<file path="src/rtl/game_pkg.sv">
// Shared definitions for the shooter game flow controller: state encodings
// (also decoded by the LED indicators) and BCD score helpers.
package game_pkg;

    localparam int BCD_DIGIT_W = 4;

    localparam logic [1:0] QI     = 2'b00;
    localparam logic [1:0] QGAME  = 2'b01;
    localparam logic [1:0] QCLEAR = 2'b10;
    localparam logic [1:0] QDONE  = 2'b11;

    function automatic logic [6:0] bcd_to_bin(input logic [2*BCD_DIGIT_W-1:0] bcd);
        return 7'(bcd[7:4] * 4'd10) + 7'(bcd[3:0]);
    endfunction

endpackage

</file>
<file path="src/rtl/bcd_sat_adder.sv">
// Two-digit BCD plus a 0..15 binary addend, saturating at 99.
module bcd_sat_adder
    import game_pkg::*;
(
    input  logic [2*BCD_DIGIT_W-1:0] bcd_in,
    input  logic [3:0]               addend,
    output logic [2*BCD_DIGIT_W-1:0] bcd_out
);

    logic [7:0] sum_bin;

    // Sum in binary (max 99+15), then split back into digits.
    always_comb begin
        sum_bin = {1'b0, bcd_to_bin(bcd_in)} + {4'b0, addend};
        if (sum_bin >= 8'd99) begin
            bcd_out = 8'h99;
        end else begin
            bcd_out[7:4] = 4'(sum_bin / 8'd10);
            bcd_out[3:0] = 4'(sum_bin % 8'd10);
        end
    end

endmodule

</file>
<file path="src/rtl/game_flow_controller.sv">
// Game sequencer: state, level, shot budget, BCD score, fire grants and engine clears.
// Define BONUS_SCORE_EN to award unused shots as score when a level is cleared.
module game_flow_controller
    import game_pkg::*;
#(
    parameter int NUM_TARGETS      = 2,
    parameter int SHOTS_PER_LEVEL  = 6,
    parameter int MAX_LEVEL        = 9,
    parameter int CLEAR_HOLD_TICKS = 64
) (
    input  logic                   clk,
    input  logic                   reset,
    input  logic                   tick,
    input  logic                   start,
    input  logic                   fire_req,
    input  logic                   bullet_active,
    input  logic [NUM_TARGETS-1:0] hit_pulse,
    output logic                   fire_grant,
    output logic                   engine_clear,
    output logic                   engine_run,
    output logic [1:0]             state,
    output logic [3:0]             level,
    output logic [3:0]             shots_left,
    output logic [7:0]             score,
    output logic                   game_won
);

    localparam logic [3:0] SHOTS_INIT = 4'(SHOTS_PER_LEVEL);
    localparam logic [3:0] LEVEL_LAST = 4'(MAX_LEVEL);
    localparam logic [7:0] HOLD_LAST  = 8'(CLEAR_HOLD_TICKS - 1);

    logic [1:0]             state_reg, state_next;
    logic [3:0]             level_reg, level_next;
    logic [3:0]             shots_reg, shots_next;
    logic [7:0]             score_reg, score_next;
    logic [NUM_TARGETS-1:0] mask_reg, mask_next;
    logic [7:0]             hold_reg, hold_next;
    logic                   fire_grant_reg, fire_grant_next;
    logic                   engine_clear_reg, engine_clear_next;
    logic                   won_reg, won_next;

    logic [NUM_TARGETS-1:0] new_hits;
    logic [3:0]             hit_count;
    logic                   mask_full;
    logic                   grant_ok;
    logic [3:0]             adder_addend;
    logic [7:0]             adder_sum;

    for (genvar gi = 0; gi < NUM_TARGETS; gi++) begin : g_new_hits
        assign new_hits[gi] = hit_pulse[gi] & ~mask_reg[gi];
    end

    always_comb begin
        hit_count = '0;
        for (int i = 0; i < NUM_TARGETS; i++) begin
            hit_count = hit_count + 4'(new_hits[i]);
        end
    end

    // A completing hit suppresses the shot on the same tick.
    assign mask_full = &(mask_reg | hit_pulse);
    assign grant_ok  = fire_req && !bullet_active && (shots_reg != 4'd0) && !mask_full;

    always_comb begin
`ifdef BONUS_SCORE_EN
        adder_addend = (state_reg == QCLEAR) ? shots_reg : hit_count;
`else
        adder_addend = hit_count;
`endif
    end

    bcd_sat_adder u_score_adder (
        .bcd_in  (score_reg),
        .addend  (adder_addend),
        .bcd_out (adder_sum)
    );

    always_comb begin
        state_next        = state_reg;
        level_next        = level_reg;
        shots_next        = shots_reg;
        score_next        = score_reg;
        mask_next         = mask_reg;
        hold_next         = hold_reg;
        won_next          = won_reg;
        fire_grant_next   = 1'b0;
        engine_clear_next = 1'b0;

        case (state_reg)
            QI: begin
                if (tick && start) begin
                    state_next        = QGAME;
                    level_next        = 4'd1;
                    score_next        = 8'h00;
                    shots_next        = SHOTS_INIT;
                    mask_next         = '0;
                    won_next          = 1'b0;
                    engine_clear_next = 1'b1;
                end
            end
            QGAME: begin
                if (tick) begin
                    mask_next  = mask_reg | hit_pulse;
                    score_next = adder_sum;
                    if (grant_ok) begin
                        fire_grant_next = 1'b1;
                        shots_next      = shots_reg - 4'd1;
                    end
                    if (mask_full) begin
                        state_next = QCLEAR;
                        hold_next  = 8'd0;
                    end else if (shots_reg == 4'd0 && !bullet_active) begin
                        state_next = QDONE;
                        won_next   = 1'b0;
                    end
                end
            end
            QCLEAR: begin
                if (tick) begin
                    hold_next = hold_reg + 8'd1;
                    if (hold_reg == HOLD_LAST) begin
`ifdef BONUS_SCORE_EN
                        score_next = adder_sum;
`endif
                        if (level_reg == LEVEL_LAST) begin
                            state_next = QDONE;
                            won_next   = 1'b1;
                        end else begin
                            state_next        = QGAME;
                            level_next        = level_reg + 4'd1;
                            shots_next        = SHOTS_INIT;
                            mask_next         = '0;
                            engine_clear_next = 1'b1;
                        end
                    end
                end
            end
            QDONE: begin
                if (tick && !start) begin
                    state_next = QI;
                    won_next   = 1'b0;
                end
            end
            default: state_next = QI;
        endcase
    end

    always_ff @(posedge clk) begin
        if (reset) begin
            state_reg        <= QI;
            level_reg        <= 4'd0;
            shots_reg        <= 4'd0;
            score_reg        <= 8'h00;
            mask_reg         <= '0;
            hold_reg         <= 8'd0;
            won_reg          <= 1'b0;
            fire_grant_reg   <= 1'b0;
            engine_clear_reg <= 1'b0;
        end else begin
            state_reg        <= state_next;
            level_reg        <= level_next;
            shots_reg        <= shots_next;
            score_reg        <= score_next;
            mask_reg         <= mask_next;
            hold_reg         <= hold_next;
            won_reg          <= won_next;
            fire_grant_reg   <= fire_grant_next;
            engine_clear_reg <= engine_clear_next;
        end
    end

    assign state        = state_reg;
    assign level        = level_reg;
    assign shots_left   = shots_reg;
    assign score        = score_reg;
    assign game_won     = won_reg;
    assign fire_grant   = fire_grant_reg;
    assign engine_clear = engine_clear_reg;
    assign engine_run   = (state_reg == QGAME);

endmodule

</file>
<file path="config.mk">
export PLATFORM = sky130hd
export DESIGN_NAME = game_flow_controller
export DESIGN_NICKNAME = d
export VERILOG_FILES = /design/src/rtl/game_pkg.sv /design/src/rtl/bcd_sat_adder.sv /design/src/rtl/game_flow_controller.sv
export SDC_FILE = /design/constraint.sdc
export NUM_CORES = 1
export LEC_CHECK = 0
export CAP_MARGIN = 15
export CORE_MARGIN = 2
export CORE_UTILIZATION = 44
export DETAILED_ROUTE_END_ITERATION = 6
export PLACE_DENSITY_LB_ADDON = 0.05
export REMOVE_ABC_BUFFERS = 1
export SLEW_MARGIN = 20
export SYNTH_ARGS = -nofsm -noshare
export SYNTH_HDL_FRONTEND = slang
export SYNTH_HIERARCHICAL = 1
export SYNTH_SLANG_ARGS = --single-unit
</file>
<file path="constraint.sdc">
create_clock -name clk -period 5.4 [get_ports clk]
set_clock_uncertainty 0.1 [all_clocks]
set_input_delay 1.08 -clock clk [delete_from_list [all_inputs] [get_ports clk]]
set_output_delay 1.08 -clock clk [all_outputs]
set_load 0.02 [all_outputs]
</file>
# == Word-level counts from Yosys, hierarchy flattened ==
# Index checks and enable logic that the tools add are counted.
# classes
mul,1
magnitude_cmp,1
n_div,2
n_reduce_logical,25
add_sub_neg,6
n_eq_ne,17
bitwise_logic,7
n_mux,50
# ops
op,count
$mux W8,6
$mux W4,10
$pmux W8 S2,2
$mux W2,13
$ne A2 B2 Y1 const B,8
$mux W1,13
$pmux W4 S3,1
$reduce_and A6 Y1,2
$add A7 B2 Y8,1
$add A8 B1 Y8 const B,1
$div A8 B4 Y8 const B,1
$eq A8 B6 Y1 const B,1
$ge A8 B7 Y1 const B,1
$mod A8 B4 Y8 const B,1
$pmux W2 S4,1
$pmux W4 S2,1
$reduce_and A8 Y1,1
$add A7 B4 Y7,1
$reduce_and A7 Y1,1
$logic_and A1 B1 Y1,6
$mul A4 B3 Y6 const B,1
$ne A2 B1 Y1 const B,3
$pmux W2 S3,1
$reduce_bool A2 Y1,3
other kinds (22),29
# word_totals
output_inout_bits,22
wordCells,118
regBits,31
inputBits,8

# == Longest topological paths before layout ==
# logic_depth
ltp_word,8
mapped_depth,20
depth_no_buf,18

# == Hierarchy ==
# The synthesis kept the hierarchy.
# modules_own_cells
mod,n_inst,area_each_um2,cells_each
game_flow_controller,1,1655.3,188
bcd_sat_adder,1,1228.7,159

# == Least setup slack after synthesis ==
# OpenSTA, ideal clock, no wires.
# synth_timing
path_kind,input to register
start,in hit_pulse[0]
end,"reg score_reg[1], in the netlist score[1]"
setup_time_ns,0.070
slack_ns,0.649
n_path_buf,0
stages,18
t_arrival_ns,4.581
path_cell_list,nor2b_1 -> ha_1 -> ha_1 -> inv_1 -> fa_1 -> nand2b_2 -> a21oi_4 -> nor2_1 -> o32ai_4 -> xnor2_2 -> o21ai_2 -> a22o_1 -> a211oi_2 -> nor3_1 -> or3_1 -> a21oi_1 -> nand3_1 -> a21oi_1
# synth_between
elab_chain_len,7
# synth_rtl
item,line,text
from (decl),game_flow_controller.sv:17,"input logic [NUM_TARGETS-1:0] hit_pulse,"
$and A1 B1 Y1 *,game_flow_controller.sv:50,assign new_hits[gi] = hit_pulse[gi] & ~mask_reg[gi];
$add A1 B1 Y2 *,game_flow_controller.sv:56,hit_count = hit_count + 4'(new_hits[i]);
net adder_addend[0],game_flow_controller.sv:46,logic [3:0] adder_addend;
$add A7 B2 Y8 *,bcd_sat_adder.sv:14,"sum_bin = {1'b0, bcd_to_bin(bcd_in)} + {4'b0, addend};"
$mod A8 B4 Y8 / $ge A8 B7 Y1 (equally long branches),"bcd_sat_adder.sv:19, bcd_sat_adder.sv:15",
$mux W8 *,bcd_sat_adder.sv:15,if (sum_bin >= 8'd99) begin
net adder_sum[1],game_flow_controller.sv:47,logic [7:0] adder_sum;
$mux W8 *,game_flow_controller.sv:102,if (tick) begin
$pmux W8 S2 *,game_flow_controller.sv:89,case (state_reg)
to (signal assigned),game_flow_controller.sv:163,score_reg <= score_next;
to (decl),game_flow_controller.sv:35,"logic [7:0] score_reg, score_next;"
# The timed path passes the listed nets; every way through them passes the cells marked *. The select of a mux whose other input is x is not followed.
# A chain may end at the register's enable or synchronous reset.

# == Worst setup path after layout ==
# layout_timing
start,in hit_pulse[1]
end,"reg score_reg[1], in the netlist score[1]"
# Same word-level chain as after synthesis.

==> flow_summary.json <==
{
  "status": "completed",
  "clock_latency_ns": 0.29,
  "io_buffers": 29,
  "peakVddDrop_mv": 0.226,
  "antenna_found_initial": 0,
  "synth_edf_count": 0,
  "synth_ff_type": "dfxtp_1",
  "rsz0062_at_grt": "false",
  "maxSlewViolCount": 0,
  "crit_path_start_kind": "primary input",
  "timing.setup.critical_path_class": "in2reg",
  "avgSynthCellArea_um2": 8.31,
  "switching_share": 0.270,
  "cts_buffer_depth": 2,
  "timing.critical_path.buf_inv": 2,
  "relSlewSlack": 0.394,
  "fin_setup_tns_ns": 0,
  "antenna_cells": 0,
  "power.share.clock": 0.407,
  "synth_top_family_by_area": "simple AND/OR/NAND/NOR gates",
  "wire_per_inst_um": 15.7,
  "fp.dieW_um": 85.0,
  "postCtsHoldBufs": 0,
  "hold_viol": 0,
  "drc_errors": 0,
  "hold_class": "reg2reg",
  "ys_ff_latch": 31,
  "core_area_mm2": 0.00635,
  "final_cell_mix": "31 x dfxtp_1, 29 x a21oi_1, 29 x clkdlybuf4s50_1",
  "arrival_ns": 5.10,
  "setup_viol": 0,
  "vias": 2722,
  "max_stage_delay_ns": 0.43,
  "gr-total-overflow": 0,
  "vias_per_cell": 5.96,
  "gp_congestion": 0.880,
  "seq_area_frac_synth": 0.215,
  "grt_pass1_vias": 2623,
  "dieArea_mm2": 0.00722,
  "tightest_slew_ns": 0.906,
  "place_ws_ns": 0.112,
  "finalCritPeriodShare": 0.927,
  "crit_chain": "clkdlybuf4s50_1, nor2b_1, ha_1, ha_1, inv_1, fa_1, nand2b_2, a21oi_4, nor2_1, o32ai_4, xnor2_2, o21ai_2, a22o_1, a211oi_2, nor3_1, or3_1, a21oi_1, nand3_1, a21oi_1",
  "cap_violations": 0,
  "fmax_mhz": 200,
  "place_hpwl_um": 5560,
  "whs_ns": 0.374,
  "start_util": 0.454,
  "first_iter_violations": 148,
  "p_int_mw": 0.428,
  "rows": 29,
  "finalCriticalPeriod_ns": 5.00,
  "drtPass1Iterations": 4,
  "p_comb_frac": 0.183,
  "path_clk_slew_ns": 0.07,
  "htreeDepth": 2,
  "wirelength_um": 7180,
  "grt_first_pass_wirelength_um": 12200,
  "cts_tree": "done",
  "yosysWarningCount": 6,
  "crit_family": "compound AO/OA/AOI/OAI gates",
  "post_synth_inst_count": 347,
  "areaGrowthSynthToFinish_pct": 16.7,
  "leakagePower_nw": 1.24,
  "die_h_um": 85.0,
  "synthAdderAreaFrac": 0.0859,
  "fillers": 609,
  "synthXorXnorAreaFrac": 0.0499,
  "synth_compound_area_frac": 0.268,
  "layout-drive-gt1-share": 0.142,
  "path_max_fanout": 7,
  "antenna_left": 0,
  "ys_types": 90,
  "sequentialPowerShare": 0.410,
  "final_core_util": 0.530,
  "cts_resized": 0,
  "worst_path_max_delay_cell": "clkdlybuf4s50_1",
  "grt_max_degree": 25,
  "final_common_cell": "dfxtp_1",
  "endpoint_kind": "flip-flop",
  "p_switching_mw": 0.158,
  "clockRootBuffer": "clkbuf_8",
  "syn-cell-area_mm2": 0.00288,
  "postCtsSetupBuffers": 0,
  "cts_sinks": 31,
  "synth_simple_gate_area_share": 0.295,
  "grt_util_all_layers": 0.205,
  "pin_count": 30,
  "final_nets": 405,
  "fin_ws_ns": 0.396,
  "pwr_density_cell_mw_per_mm2": 174,
  "required_ns": 5.49,
  "yosys-mux-area-fraction": 0.0278,
  "synth-async-reset-ratio": 0,
  "cts_buffers": 5
}
[power groups by stage]
stage / Combinational, mW / Sequential, mW / Clock, mW
detailed placement: 0.107 / 0.246 / 0
floorplan: 0.0652 / 0.249 / 0
CTS: 0.108 / 0.240 / 0.246
global placement: 0.107 / 0.246 / 0
global route: 0.119 / 0.241 / 0.255
finish: 0.107 / 0.240 / 0.239
[path summary, 6_finish.rpt]
kind	startpoint	end	slack [ns]	cells after the start
min reg2reg	hold_reg[5]$_SDFFE_PP0P_	hold_reg[5]$_SDFFE_PP0P_	0.37	2
min	hold_reg[5]$_SDFFE_PP0P_	hold_reg[5]$_SDFFE_PP0P_	0.37	2
max	hit_pulse[1]	score[1]$_SDFFE_PP0P_	0.40	19
max reg2reg	score[7]$_SDFFE_PP0P_	score[1]$_SDFFE_PP0P_	0.81	17
[worst register-to-register path, cell delays in order, from the launching register on]
cell	delay (ns)
dfxtp_1	0.42
ha_1	0.27
ha_1	0.19
inv_1	0.06
fa_1	0.52
nand2b_1	0.22
o21ba_4	0.26
or2_1	0.36
o32ai_4	0.19
xnor2_2	0.40
o21ai_2	0.18
a22o_1	0.26
a211oi_2	0.26
nor3_1	0.11
or3_1	0.35
a21oi_1	0.12
nand3_1	0.07
a21oi_1	0.16
[cells in the mapped netlist, types with 4 or more instances]
cell type,n,share of area
and2_1,4,0.0087
and3_1,4,0.0087
dfxtp_1,31,0.22
nor2_1,20,0.026
nand2b_1,9,0.020
nor3_1,12,0.021
ha_1,15,0.065
xnor2_1,8,0.024
nand3_1,20,0.035
mux2i_1,8,0.028
buf_2,5,0.0087
o21ai_0,8,0.014
a31oi_1,5,0.011
a21oi_1,29,0.050
nand2_1,28,0.036
or3_1,4,0.0087
o21a_1,4,0.010
inv_1,20,0.026
a211oi_1,4,0.010
[per-layer routing]
layer | vias up | track usage | wire (µm)
met5 | - | 0 | 0
met4 | 0 | 0.0895 | 208
met3 | 17 | 0.0370 | 313
met2 | 81 | 0.332 | 3270
met1 | 1265 | 0.266 | 3380
li1 | 1359 | - | -
[area by class of cell]
cell class | count | area (µm²) | area share
clock buffers | 6 | 82.6 | 0.0245
well taps | 77 | 96.3 | 0.0286
clock inverters | 2 | 35.0 | 0.0104
repair buffers | 37 | 350 | 0.104
inverters | 21 | 78.8 | 0.0234
multi-input cells | 283 | 2100 | 0.625
flip-flops and latches | 31 | 621 | 0.184
[logic make-up after synthesis]
logic type | Yosys count
and+or+nand+nor | 142
AOI/OAI and AO/OA | 100
buffers and inverters | 34
DFF | 31
adders and majority gates | 18
xor gates and xnor gates | 13
muxes | 8
other | 1
[per-stage QoR]
stage                     power, mW  instance area [µm²]  instances
after detailed placement      0.353                 3250        449
after CTS                     0.594                 3370        457
final                         0.586                 3370        457
after global routing          0.615                 3370        457
after global placement        0.353                 3250        449
after floorplan               0.314                 2800        335
Power figures use the tool's default switching activity.
